### src/rtl/operand_seq_sm.sv
// Supervisory sequencer for the switch/LED arithmetic demos: loads operands from
// the switches, kicks the arithmetic core, then pages its results out on the LEDs.
module operand_seq_sm #(
  parameter int WORD_W       = 8,
  parameter int NUM_OPERANDS = 4,
  parameter int NUM_RESULTS  = 2
) (
  input  logic                                              clk,
  input  logic                                              reset,
  input  logic [WORD_W-1:0]                                 sw_data,
  input  logic                                              handshake,
  input  logic                                              res_valid,
  input  logic [NUM_RESULTS*WORD_W-1:0]                     results,
  output logic [NUM_OPERANDS*WORD_W-1:0]                    operands,
  output logic                                              start,
  output logic [WORD_W-1:0]                                 led,
  output logic [$clog2((NUM_OPERANDS > 2) ? NUM_OPERANDS : 2)-1:0] op_idx,
  output logic                                              busy,
  output logic [2:0]                                        state_dbg
);

  localparam int OP_IDX_W = $clog2((NUM_OPERANDS > 2) ? NUM_OPERANDS : 2);
  localparam int DISP_W   = $clog2((NUM_RESULTS > 2) ? NUM_RESULTS : 2);
  localparam logic [OP_IDX_W-1:0] LAST_OP  = OP_IDX_W'(NUM_OPERANDS - 1);
  localparam logic [DISP_W-1:0]   LAST_RES = DISP_W'(NUM_RESULTS - 1);

  typedef enum logic [2:0] {
    S_LOAD     = 3'd0,
    S_LOAD_REL = 3'd1,
    S_START    = 3'd2,
    S_WAIT_RES = 3'd3,
    S_DISP     = 3'd4
  } state_t;

  // Core interface: start is a one-cycle request; the core answers with a
  // one-cycle res_valid strobe, accepted only while waiting (from the cycle
  // after start onward). There is no back-pressure in either direction.

  state_t                         state, state_n;
  logic [OP_IDX_W-1:0]            op_idx_n;
  logic [DISP_W-1:0]              disp_idx, disp_n;
  logic [NUM_RESULTS*WORD_W-1:0]  res_q, res_n;
  logic [WORD_W-1:0]              led_d;
  logic                           capture, latch_res;
  logic                           hs_sync1, hs_sync2, hs_prev;
  logic                           hs_rise, hs_fall;

  // Sync and edge flops reset high so a switch left on through reset is not a rise.
  assign hs_rise = hs_sync2 & ~hs_prev;
  assign hs_fall = ~hs_sync2 & hs_prev;

  assign busy      = (state == S_START) || (state == S_WAIT_RES);
  assign state_dbg = state;

  always_comb begin
    state_n   = state;
    op_idx_n  = op_idx;
    disp_n    = disp_idx;
    capture   = 1'b0;
    latch_res = 1'b0;
    case (state)
      S_LOAD: begin
        if (hs_rise) begin
          capture = 1'b1;
          state_n = S_LOAD_REL;
        end
      end
      S_LOAD_REL: begin
        if (hs_fall) begin
          if (op_idx == LAST_OP) begin
            op_idx_n = '0;
            state_n  = S_START;
          end else begin
            op_idx_n = op_idx + OP_IDX_W'(1);
            state_n  = S_LOAD;
          end
        end
      end
      S_START: state_n = S_WAIT_RES;
      S_WAIT_RES: begin
        if (res_valid) begin
          latch_res = 1'b1;
          disp_n    = '0;
          state_n   = S_DISP;
        end
      end
      S_DISP: begin
        if (hs_rise || hs_fall) begin
          if (disp_idx == LAST_RES) begin
            disp_n  = '0;
            state_n = S_LOAD;
          end else begin
            disp_n = disp_idx + DISP_W'(1);
          end
        end
      end
      default: state_n = S_LOAD;
    endcase
  end

  // led is registered from next-state values so it lines up with the state.
  always_comb begin
    res_n = latch_res ? results : res_q;
    led_d = '0;
    if (state_n == S_DISP) begin
      for (int j = 0; j < NUM_RESULTS; j++) begin
        if (disp_n == DISP_W'(j)) led_d = res_n[j*WORD_W +: WORD_W];
      end
    end
  end

  always_ff @(posedge clk) begin
    if (reset) begin
      state    <= S_LOAD;
      op_idx   <= '0;
      disp_idx <= '0;
      operands <= '0;
      res_q    <= '0;
      start    <= 1'b0;
      led      <= '0;
      hs_sync1 <= 1'b1;
      hs_sync2 <= 1'b1;
      hs_prev  <= 1'b1;
    end else begin
      hs_sync1 <= handshake;
      hs_sync2 <= hs_sync1;
      hs_prev  <= hs_sync2;
      state    <= state_n;
      op_idx   <= op_idx_n;
      disp_idx <= disp_n;
      res_q    <= res_n;
      start    <= (state_n == S_START);
      led      <= led_d;
      if (capture) begin
        for (int i = 0; i < NUM_OPERANDS; i++) begin
          if (op_idx == OP_IDX_W'(i)) operands[i*WORD_W +: WORD_W] <= sw_data;
        end
      end
    end
  end

endmodule
### config.mk
export PLATFORM = sky130hd
export DESIGN_NAME = operand_seq_sm
export DESIGN_NICKNAME = d
export VERILOG_FILES = /design/src/rtl/operand_seq_sm.sv
export SDC_FILE = /design/constraint.sdc
export NUM_CORES = 1
export LEC_CHECK = 0
export CORE_MARGIN = 5
export CORE_UTILIZATION = 50
export CTS_CLUSTER_DIAMETER = 200
export DETAILED_ROUTE_END_ITERATION = 10
export GPL_ROUTABILITY_DRIVEN = 0
export PLACE_DENSITY = 0.88
export SKIP_CTS_REPAIR_TIMING = 1
export SYNTH_ARGS = -nofsm -noshare
export SYNTH_HDL_FRONTEND = slang
export SYNTH_SLANG_ARGS = --single-unit
### constraint.sdc
create_clock -name clk -period 5.1 [get_ports clk]
set_input_delay 1.53 -clock clk [delete_from_list [all_inputs] [get_ports clk]]
set_output_delay 1.53 -clock clk [all_outputs]
set_load 0.01 [all_outputs]
**Yosys cells after proc, flatten, opt, wreduce, memory -nomap -nowiden**

Index checks and enable logic that the tools add are counted.

- Register bits: 66
- Bits in latches: 0
- RAM bits: 0
- Bits in read-only memories: 0
- Input port bits: 28
- Output and inout port bits: 47
- Word-level logic and storage cells: 57
- Memories kept: 0

- Add/subtract/negate cells: 2
- $mul: 0
- Div/mod/pow operators: 0
- Order comparisons: 0
- Equal/unequal tests: 9
- Shift operators: 0
- Muxes and demuxes: 18
- Bitwise gates (word level): 5
- Reductions and logical operators: 10

Operators by type and width:

| kind | number |
|---|---|
| $mux W16 | 1 |
| $mux W3 | 5 |
| $pmux W3 S5 | 1 |
| $reduce_and A2 Y1 | 5 |
| $eq A3 B2 Y1 const B | 3 |
| $mux W8 | 1 |
| $mux W1 | 7 |
| $eq A3 B3 Y1 const B | 2 |
| $eq A2 B2 Y1 const B | 2 |
| $mux W2 | 2 |
| $eq A3 B1 Y1 const B | 1 |
| $logic_not A3 Y1 | 1 |
| $not A1 Y1 | 3 |
| $add A2 B1 Y2 const B | 1 |
| $and A1 B1 Y1 | 2 |
| $eq A2 B1 Y1 const B | 1 |
| $logic_not A2 Y1 | 1 |
| $logic_or A1 B1 Y1 | 2 |
| $pmux W1 S2 | 1 |
| $reduce_or A2 Y1 | 1 |
| $add A1 B1 Y1 const B | 1 |

**Depth between registers and ports, before layout**

Gate-level depths: netlist of run 1.

- Depth after elaboration: 8
- Gate-level depth with buffers: 7
- Mapped depth without buffers: 6

**Worst setup path after synthesis of run 1**

Ideal clock, no wire load.

- Path type: input-to-reg
- Start point: input port res_valid
- End point: register led[7]
- Library setup time: 116 ps
- Arrival time: 2,352 ps
- Data required time: 4,984 ps
- Setup slack: 2,631 ps
- Cell stages on the path: 4
- Path buffers: 1
- Cell sequence: nand4b_4 buf_6 mux2_2 o211a_1

- Longest elaborated chain between the ends: 5
- Elaborated cells on any way between the ends: 11
- Those cells by class: eq/ne: 1; mux: 8; bitwise: 1; reduce/logical: 1

Ends and longest elaborated chain:

| item | line | RTL |
|---|---|---|
| start: declaration | 12 | `input logic res_valid,` |
| $mux W3 | 81 | `if (res_valid) begin` |
| $pmux W3 S5 | 61 | `case (state)` |
| $eq A3 B3 Y1 | 105 | `if (state_n == S_DISP) begin` |
| $not A1 Y1 (no line) | n/a |  |
| $reduce_or A2 Y1 (no line) | n/a |  |
| end signal: assignment | 133 | `led <= led_d;` |
| end: declaration | 16 | `output logic [WORD_W-1:0] led,` |

Parallel ways exist; a longest one is shown, timed or not.
A chain may end at the register's enable or synchronous reset.

**Worst setup path in the final report of run 1**

- Start point: register state[1] (netlist: state_dbg[1])
- End point: output port busy

- Longest elaborated chain between the ends: 2
- Elaborated cells on any way between the ends: 3
- Those cells by class: eq/ne: 2; reduce/logical: 1

Ends and longest elaborated chain:

| item | line | RTL |
|---|---|---|
| start: declaration | 39 | `state_t state, state_n;` |
| start signal: assignment | 128 | `state <= state_n;` |
| $eq A3 B2 Y1 | 52 | `assign busy = (state == S_START) \|\| (state == S_WAIT_RES);` |
| $logic_or A1 B1 Y1 (*) | 52 |  |
| end: declaration | 18 | `output logic busy,` |

Every way passes the cells marked *; elsewhere a longest branch is shown, timed or not.

==> flow_summary.json, run 1 <==
{
  "detail_route.wirelength_um": 6540,
  "grt_antenna_before_repair": 0,
  "insertion_delay_ns": 0.34,
  "start_kind": "flip-flop",
  "cp-end-kind": "output pin",
  "cts_max_path_buffers": 2,
  "clock_sinks": 66,
  "number_of_synthesized_flops_with_an_enable_pin": 0,
  "finalHoldViolCount": 0,
  "rows": 26,
  "worstHoldStart": "hs_sync1",
  "synth.top_cells.by_area": "sky130_fd_sc_hd__dfxtp_1, sky130_fd_sc_hd__nand3_1, sky130_fd_sc_hd__a21oi_1, sky130_fd_sc_hd__nand2_1, sky130_fd_sc_hd__mux2_2",
  "power.density_cell_area_nw_per_um2": 290,
  "die-width_um": 82.0,
  "worst_r2r_path_depth": 6,
  "seq_total_area_yosys_pct": 51.0,
  "syn-mean-instance-area_sq_um": 9.49,
  "critical_path_arrival_ns": 1.71,
  "grt-ovfl-total": 0,
  "dieHeight_um": 82.0,
  "grt_pass1_vias": 2175,
  "worst_slew_pin_slew_ns": 1.02,
  "fin_worst_skew_ns": 0.00732,
  "crit_type": "flip-flop to output pin",
  "clockRootBuffer": "sky130_fd_sc_hd__clkbuf_8",
  "diodes": 0,
  "synth.most_common_cell": "sky130_fd_sc_hd__dfxtp_1",
  "grt_start_max_net_pins": 58,
  "post_synth_num_cell_types": 29,
  "post-synth-top-area-fraction_pct": 51.0,
  "antenna_left": 0,
  "cts.htree.levels": 3,
  "critPathMaxFanout": 11,
  "path_clk_slew_ns": 0.07,
  "yosys_most_used_dff": "sky130_fd_sc_hd__dfxtp_1",
  "rsz0062_at_grt": "no",
  "proportion_of_layout_cells_with_a_drive_suffix_above_1_pct": 9.57,
  "drcViolationCount": 0,
  "tritoncts": "yes",
  "drv_cap": 0,
  "floorplan.initialDensity_pct": 51.0,
  "setup_violations": 0,
  "route.detailed.wl_per_inst_um": 15.8,
  "vias": 2248,
  "worst_ir_drop_vdd_v": 0.000183,
  "drt_iter0_markers": 154,
  "fp.coreArea_sq_um": 5070,
  "layout.nets": 375,
  "port_buffers": 74,
  "dieArea_sq_um": 6720,
  "ys_ff_latch": 66,
  "global_route.usage.total_pct": 20.8,
  "reg2reg_to": "led[7]",
  "detailed_place_hpwl_um": 4340,
  "drv_slew": 0,
  "io_pins": 75,
  "drt_pass1_iterations": 4,
  "capturing_element_of_the_worst_setup_path": "busy",
  "worstPathRequired_ns": 3.57,
  "static-leakage-power_nw": 1.36,
  "synth.cell_area_sq_um": 2590,
  "share_of_the_cycle_needed_by_the_critical_path_after_routing_pct": 63.6,
  "cts_made_buffers": 9,
  "fmax_mhz": 308,
  "yosysWarningCount": 0,
  "tns_ns": 0,
  "layout_min_cycle_time_ns": 3.24,
  "synth_top_cell_by_area": "sky130_fd_sc_hd__dfxtp_1",
  "timing.hold.worst.class": "flip-flop to flip-flop",
  "syn_inst": 273,
  "synth.net_count": 307,
  "yosys-top-cells-count": "sky130_fd_sc_hd__dfxtp_1, sky130_fd_sc_hd__nand2_1, sky130_fd_sc_hd__nand3_1",
  "preCtsSetupSlack_ns": 1.71,
  "setup.worst_path.start": "state_dbg[1]",
  "wire_length_of_the_first_global_routing_pass_um": 10400,
  "slew_headroom_pct": 31.7,
  "synth_async_sr_flop_share_pct": 0,
  "areaGrowthSynthToFinish_pct": 35.7,
  "fin_ws_ns": 1.86,
  "avgViaCountPerCell": 5.42,
  "r2r_setup_slack_ns": 2.91,
  "timing.rr.start": "hs_sync2",
  "outcome": "finished clean"
}
state kept, by name, summed over array words and instances (netlist names):
register,count
operands,32
res_q,16
led,8
state_dbg,3
op_idx,2
disp_idx,1
hs_prev,1
hs_sync1,1
hs_sync2,1
start,1
worst min-delay path by stage:
stage	to	cells after the start
final	hs_sync2	1
after global routing	hs_sync2	1
after CTS	hs_sync2	1
after detailed placement	hs_sync2	1
after global placement	hs_sync2	1
after floorplan	hs_sync2	1
where the power goes:
part / switching [W] / internal, W
sequential: 0.00000249 / 0.000518
combinational: 0.0000238 / 0.0000262
clock: 0.000187 / 0.000263
total: 0.000213 / 0.000807
cell usage in the layout (no fill, tap or decap), types with 2 or more instances in the layout:
master | Yosys | layout
sky130_fd_sc_hd__clkdlybuf4s50_1 | 0 | 73
sky130_fd_sc_hd__nand3_1 | 34 | 34
sky130_fd_sc_hd__inv_1 | 4 | 4
sky130_fd_sc_hd__nor2_1 | 13 | 13
sky130_fd_sc_hd__mux2_2 | 9 | 9
sky130_fd_sc_hd__nand2_1 | 38 | 38
sky130_fd_sc_hd__o211a_1 | 8 | 8
sky130_fd_sc_hd__nor2b_1 | 10 | 10
sky130_fd_sc_hd__clkbuf_8 | 0 | 12
sky130_fd_sc_hd__a21oi_1 | 33 | 33
sky130_fd_sc_hd__nor3_1 | 2 | 2
sky130_fd_sc_hd__mux2i_1 | 10 | 10
sky130_fd_sc_hd__o21ai_0 | 8 | 8
sky130_fd_sc_hd__dfxtp_1 | 66 | 66
sky130_fd_sc_hd__or2_2 | 3 | 3
sky130_fd_sc_hd__ha_1 | 6 | 6
per-stage QoR:
| stage | cells | area (sq um) | power, W | hold WS (ns) | utilization, % |
|---|---|---|---|---|---|
| final | 415 | 3520 | 0.00102 | 0.408 | 69.3 |
| after global routing | 415 | 3520 | 0.00106 | 0.423 | 69.3 |
| after CTS | 415 | 3520 | 0.00102 | 0.412 | 69.3 |
| after detailed placement | 400 | 3310 | 0.000581 | 0.400 | 65.3 |
| after global placement | 400 | 3310 | 0.000580 | 0.398 | 65.3 |
| after floorplan | 273 | 2590 | 0.000550 | 0.389 | - |
logic make-up (layout without fill, tap and decap cells):
kind of cell	Yosys count	after routing	synth area share [%]
and+or+nand+nor	106	106	20.8
muxes	20	20	8.31
buffers and inverters	22	94	4.78
adders and majority gates	6	6	2.90
DFF	66	66	51.0
AOI/OAI and AO/OA	53	53	12.2
area by class of cell:
class / count / area [sq um]
sequential: 66 / 1320
inverter: 4 / 15.0
clock inverter: 2 / 35.0
fill: 417 / 1560
multi-input combinational: 185 / 1140
timing repair buffer: 75 / 743
tap: 70 / 87.6
clock buffer: 13 / 169
routing by layer:
metal / up-vias / track usage, % / share of wire, %
met4: 0 / 14.0 / 3.8
met1: 1049 / 25.3 / 40
met2: 98 / 32.9 / 50
met5: - / 0 / 0
met3: 27 / 4.50 / 6.3
li1: 1074 / - / -
worst max-delay path: stages (launching register included):
cell	delay, ns
sky130_fd_sc_hd__dfxtp_1	0.65
sky130_fd_sc_hd__nor2b_1	0.19
sky130_fd_sc_hd__clkdlybuf4s50_1	0.54
No activity file was read; power rests on OpenSTA's default activity.
==> run 2, diff against run 1 <==
Settings changed: CORE_UTILIZATION 50 to 47, PLACE_DENSITY 0.88 to 0.83.
Clock period 5.1 ns to 3.1 ns, I/O delays scaled along.
==> flow_summary.json, run 2 (synthesis gave the netlist of run 1 again) <==
{
  "post_layout_nonfiller_instances": 420,
  "worst_slew_pin_slew_ns": 0.739,
  "top_regs": "operands: 32 flops, res_q: 16 flops, led: 8 flops",
  "fmax_mhz": 373,
  "worst_ir_drop_vdd_v": 0.000269,
  "detail_route.wirelength_um": 6230,
  "route.detailed.wl_per_inst_um": 14.8,
  "port_buffers": 74,
  "areaGrowthSynthToFinish_pct": 36.1,
  "fp.coreArea_sq_um": 5440,
  "fillerInstances": 449,
  "drv_slew": 0,
  "crit_type": "flip-flop to output pin",
  "critPathMaxFanout": 11,
  "crit_path_max_incr_delay_ns": 0.66,
  "setup.worst_path.start": "state_dbg[1]",
  "share_of_the_cycle_needed_by_the_critical_path_after_routing_pct": 86.5,
  "largest-register": "operands",
  "outcome": "finished clean",
  "power.density_cell_area_nw_per_um2": 467,
  "worst_path_dominant_cell_family": "flip-flops",
  "finalHoldViolCount": 0,
  "die-width_um": 84.2,
  "grt_pass1_vias": 2175,
  "design_power_total_w": 0.00165,
  "floorplan.initialDensity_pct": 47.6,
  "layout_min_cycle_time_ns": 2.68,
  "grt-ovfl-total": 0,
  "worstPathRequired_ns": 2.17,
  "tritoncts": "yes",
  "crit_path_top_delay_cell": "sky130_fd_sc_hd__dfxtp_1",
  "drt_pass1_iterations": 4,
  "detailed_place_hpwl_um": 4340,
  "antenna_left": 0,
  "detailed_place.area_sq_um": 3330,
  "critical_path_arrival_ns": 1.75,
  "cts.htree.levels": 3,
  "cp-end-kind": "output pin",
  "timing.rr.start": "hs_sync2",
  "r2r_setup_slack_ns": 0.99,
  "grt_antenna_before_repair": 0,
  "diodes": 0,
  "rows": 27,
  "combined_area_of_the_multi_input_logic_cells_sq_um": 1140,
  "avgViaCountPerCell": 5.19,
  "layout.nets": 377,
  "wire_length_of_the_first_global_routing_pass_um": 10300,
  "setup_violations": 0,
  "fin_worst_skew_ns": 0.00878,
  "stdcell_area_sq_um": 3520,
  "cts_max_path_buffers": 2,
  "tns_ns": 0,
  "io_pins": 75,
  "reg2reg_to": "led[6]",
  "drv_cap": 0,
  "place_inst": 404,
  "max_reg_flops": 32,
  "cp_num_cells": 2,
  "insertion_delay_ns": 0.33,
  "proportion_of_layout_cells_with_a_drive_suffix_above_1_pct": 10.3,
  "cts_made_buffers": 9,
  "clock_sinks": 66,
  "clockRootBuffer": "sky130_fd_sc_hd__clkbuf_8",
  "drcViolationCount": 0,
  "timing.hold.worst.class": "flip-flop to flip-flop",
  "dieArea_sq_um": 7100,
  "rsz0062_at_grt": "no",
  "drt_iter0_markers": 97,
  "start_kind": "flip-flop",
  "crit_path_cell_trace": "nor2b_1, clkdlybuf4s50_1",
  "cp_bufs_invs": 1,
  "path_clk_slew_ns": 0.08,
  "global_route.usage.total_pct": 18.1,
  "static-leakage-power_nw": 1.36,
  "capturing_element_of_the_worst_setup_path": "busy",
  "dieHeight_um": 84.2,
  "mostFrequentLayoutCells": "sky130_fd_sc_hd__clkdlybuf4s50_1, sky130_fd_sc_hd__dfxtp_1, sky130_fd_sc_hd__nand2_1",
  "vias": 2179,
  "grt_start_max_net_pins": 41,
  "mostFrequentLayoutCell": "sky130_fd_sc_hd__clkdlybuf4s50_1",
  "seqCellArea_sq_um": 1320,
  "worst_r2r_path_depth": 6,
  "slew_headroom_pct": 50.7
}
[run 2: changes by cell type in the layout (fill, tap and decap cells not counted)]
| cell | before | now |
|---|---|---|
| sky130_fd_sc_hd__buf_4 | 1 | 3 |
| sky130_fd_sc_hd__clkinv_4 | 0 | 2 |
| sky130_fd_sc_hd__clkinvlp_4 | 0 | 2 |
| sky130_fd_sc_hd__clkbuf_8 | 12 | 9 |
[run 2: how the worst min path moves through the flow]
stage | start | end | cells past startpoint
2_1_floorplan | hs_sync1 | hs_sync2 | 1
6_report | hs_sync1 | hs_sync2 | 1
4_1_cts | hs_sync1 | hs_sync2 | 1
3_3_place_gp | hs_sync1 | hs_sync2 | 1
5_1_grt | hs_sync1 | hs_sync2 | 1
3_5_place_dp | hs_sync1 | hs_sync2 | 1
[run 2: through the flow]
stage / hold WS [ns] / setup WS [ns] / util [%]
3_3_place_gp: 0.397 / 0.517 / 61.2
6_report: 0.413 / 0.420 / 64.8
5_1_grt: 0.425 / 0.313 / 64.8
4_1_cts: 0.420 / 0.384 / 64.8
3_5_place_dp: 0.402 / 0.463 / 61.2
2_1_floorplan: 0.389 / 1.23 / -
[run 2: worst register-to-register path: stages, from the launching register on]
cell,delay (ns)
sky130_fd_sc_hd__dfxtp_1,0.37
sky130_fd_sc_hd__inv_1,0.06
sky130_fd_sc_hd__ha_1,0.34
sky130_fd_sc_hd__nor3_4,0.22
sky130_fd_sc_hd__mux2i_2,0.48
sky130_fd_sc_hd__or2_1,0.38
sky130_fd_sc_hd__o211a_1,0.22
[run 2: layout make-up]
type,instances,share of cell area [%]
well taps,72,2.56
clock inverters,6,1.92
multi-input cells,185,32.5
clock buffers,10,3.62
repair buffers,77,21.5
flip-flops and latches,66,37.5
inverters,4,0.426
[run 2: power by group]
part           switching, W   total, W  internal [W]
Sequential       0.00000390   0.000855      0.000851
Clock              0.000335   0.000707      0.000373
Combinational     0.0000387  0.0000827     0.0000440
[run 2: metal layers]
| metal | wire length [um] | vias up | GRT usage (%) | share of wire, % |
|---|---|---|---|---|
| li1 | - | 1076 | - | - |
| met1 | 2630 | 1037 | 21.9 | 42 |
| met2 | 3190 | 58 | 31.1 | 51 |
| met3 | 315 | 8 | 4.42 | 5.1 |
| met4 | 101 | 0 | 6.73 | 1.6 |
| met5 | 0 | - | 0 | 0 |
==> run 3, diff against run 2 <==
Settings changed: CORE_UTILIZATION 47 to 49, CTS_BUF_LIST set to sky130_fd_sc_hd__clkbuf_2, GPL_ROUTABILITY_DRIVEN 0 to unset, PLACE_DENSITY 0.83 to 0.86, SLEW_MARGIN set to 20.
==> flow_summary.json, run 3 (synthesis gave the netlist of run 1 again) <==
{
  "outcome": "finished clean",
  "dieHeight_um": 82.7,
  "wire_length_of_the_first_global_routing_pass_um": 9490,
  "grt_antenna_before_repair": 0,
  "cts.htree.levels": 3,
  "clock_sinks": 66,
  "io_pins": 75,
  "mostFrequentLayoutCells": "sky130_fd_sc_hd__clkdlybuf4s50_1, sky130_fd_sc_hd__dfxtp_1, sky130_fd_sc_hd__nand2_1",
  "crit_path_cell_trace": "nor2b_1, clkdlybuf4s50_1",
  "internal_power_w": 0.00108,
  "worst_slew_pin_slew_ns": 0.637,
  "global_route.usage.total_pct": 18.7,
  "fmax_mhz": 354,
  "setup_violations": 0,
  "path_clk_slew_ns": 0.19,
  "tritoncts": "yes",
  "drt_pass1_iterations": 4,
  "preCtsSetupSlack_ns": 0.477,
  "worstPathRequired_ns": 2.17,
  "proportion_of_layout_cells_with_a_drive_suffix_above_1_pct": 10.1,
  "start_kind": "flip-flop",
  "insertion_delay_ns": 0.47,
  "share_seq_of_total_power_pct": 60.8,
  "reg2reg_to": "led[4]",
  "avgViaCountPerCell": 5.17,
  "switching_power_w": 0.000327,
  "drv_cap": 0,
  "static-leakage-power_nw": 1.34,
  "crit_path_max_incr_delay_ns": 0.69,
  "antenna_left": 0,
  "worst_ir_drop_vdd_v": 0.000231,
  "fin_worst_skew_ns": 0.0393,
  "hold-path-cell-count": 1,
  "critical_path_arrival_ns": 1.89,
  "diodes": 0,
  "tns_ns": 0,
  "largest-register": "operands",
  "detailed_place_hpwl_um": 4280,
  "cts_made_buffers": 9,
  "cp-end-kind": "output pin",
  "fp.coreArea_sq_um": 5110,
  "detail_route.wirelength_um": 6030,
  "critPathMaxFanout": 11,
  "worstHoldStart": "hs_sync1",
  "max_reg_flops": 32,
  "rows": 26,
  "timing.hold.worst.class": "flip-flop to flip-flop",
  "comb_power_share_pct": 5.8,
  "route.detailed.wl_per_inst_um": 14.5,
  "timing.rr.start": "hs_sync2",
  "grt_start_max_net_pins": 38,
  "slew_headroom_pct": 57.5,
  "grt_pass1_vias": 2056,
  "layout_min_cycle_time_ns": 2.82,
  "finalHoldViolCount": 0,
  "die-width_um": 82.7,
  "clkPwrFrac_pct": 33.3,
  "mostFrequentLayoutCell": "sky130_fd_sc_hd__clkdlybuf4s50_1",
  "crit_path_top_delay_cell": "sky130_fd_sc_hd__dfxtp_1",
  "dieArea_sq_um": 6840,
  "grt-ovfl-total": 0,
  "final_core_density_pct": 67.1,
  "fillerInstances": 433,
  "worst_hold_slack_ns": 0.437,
  "whs_endpoint": "hs_sync2",
  "switching_share_of_power_pct": 23.2,
  "vias": 2157,
  "r2r_setup_slack_ns": 1.03,
  "areaGrowthSynthToFinish_pct": 32.3,
  "layout.nets": 377,
  "floorplan.initialDensity_pct": 50.7,
  "fin_ws_ns": 0.276,
  "worst_r2r_path_depth": 6,
  "drcViolationCount": 0,
  "power.density_cell_area_nw_per_um2": 411,
  "drt_iter0_markers": 145,
  "top_regs": "operands: 32 flops, res_q: 16 flops, led: 8 flops",
  "cts_max_path_buffers": 2,
  "port_buffers": 74,
  "place.gp.congestion": 0.776,
  "share_of_the_cycle_needed_by_the_critical_path_after_routing_pct": 91.1,
  "drv_slew": 0,
  "clockRootBuffer": "sky130_fd_sc_hd__clkbuf_2",
  "rsz0062_at_grt": "no",
  "crit_type": "flip-flop to output pin"
}
run 3: changes by cell type in the layout (fill, tap and decap cells not counted), moves of 2 or more:
cell	delta
sky130_fd_sc_hd__clkbuf_8	-9
sky130_fd_sc_hd__clkinvlp_4	-2
sky130_fd_sc_hd__clkbuf_2	+11
sky130_fd_sc_hd__clkinv_4	-2
run 3: per-stage QoR:
step	std cells	instance area (sq um)	power (W)
after detailed placement	402	3330	0.000957
after floorplan	273	2590	0.000905
after global placement	402	3330	0.000956
after CTS	417	3430	0.00141
after global routing	417	3430	0.00147
final	417	3430	0.00141
run 3: final cells by class:
type	instances	area, sq um	area share [%]
sequential	66	1320	38.6
multi-input combinational	185	1140	33.4
timing repair buffer	77	758	22.1
tap	70	87.6	2.56
clock buffer	11	55.1	1.61
clock inverter	4	43.8	1.28
inverter	4	15.0	0.438
run 3: worst max path at each step:
stage | startpoint | end | slack (ns) | cells past startpoint
detailed placement | res_valid | led[6] | 0.48 | 4
floorplan | res_valid | led[7] | 1.23 | 4
finish | state_dbg[1] | busy | 0.28 | 2
global route | state_dbg[1] | busy | 0.12 | 2
CTS | state_dbg[1] | busy | 0.26 | 2
global placement | res_valid | led[0] | 0.53 | 4
run 3: power by group through the flow:
stage / clock network (W) / registers, W / logic (W)
finish: 0.000470 / 0.000857 / 0.0000822
global route: 0.000525 / 0.000859 / 0.0000873
CTS: 0.000475 / 0.000857 / 0.0000818
detailed placement: 0 / 0.000875 / 0.0000815
global placement: 0 / 0.000875 / 0.0000812
floorplan: 0 / 0.000874 / 0.0000304
run 3: routing by layer:
layer | track usage (%) | share of wire [%] | up-vias
met4 | 7.68 | 1.0 | 0
met1 | 23.4 | 43 | 1003
met5 | 0 | 0 | -
met2 | 30.6 | 50 | 66
met3 | 4.56 | 6.1 | 8
li1 | - | - | 1080
run 3: critical path, delay by kind of cell (launching register included):
family,cells,cell delay [ns]
flops,1,0.69
buf+inv,1,0.54
simple gates,1,0.19
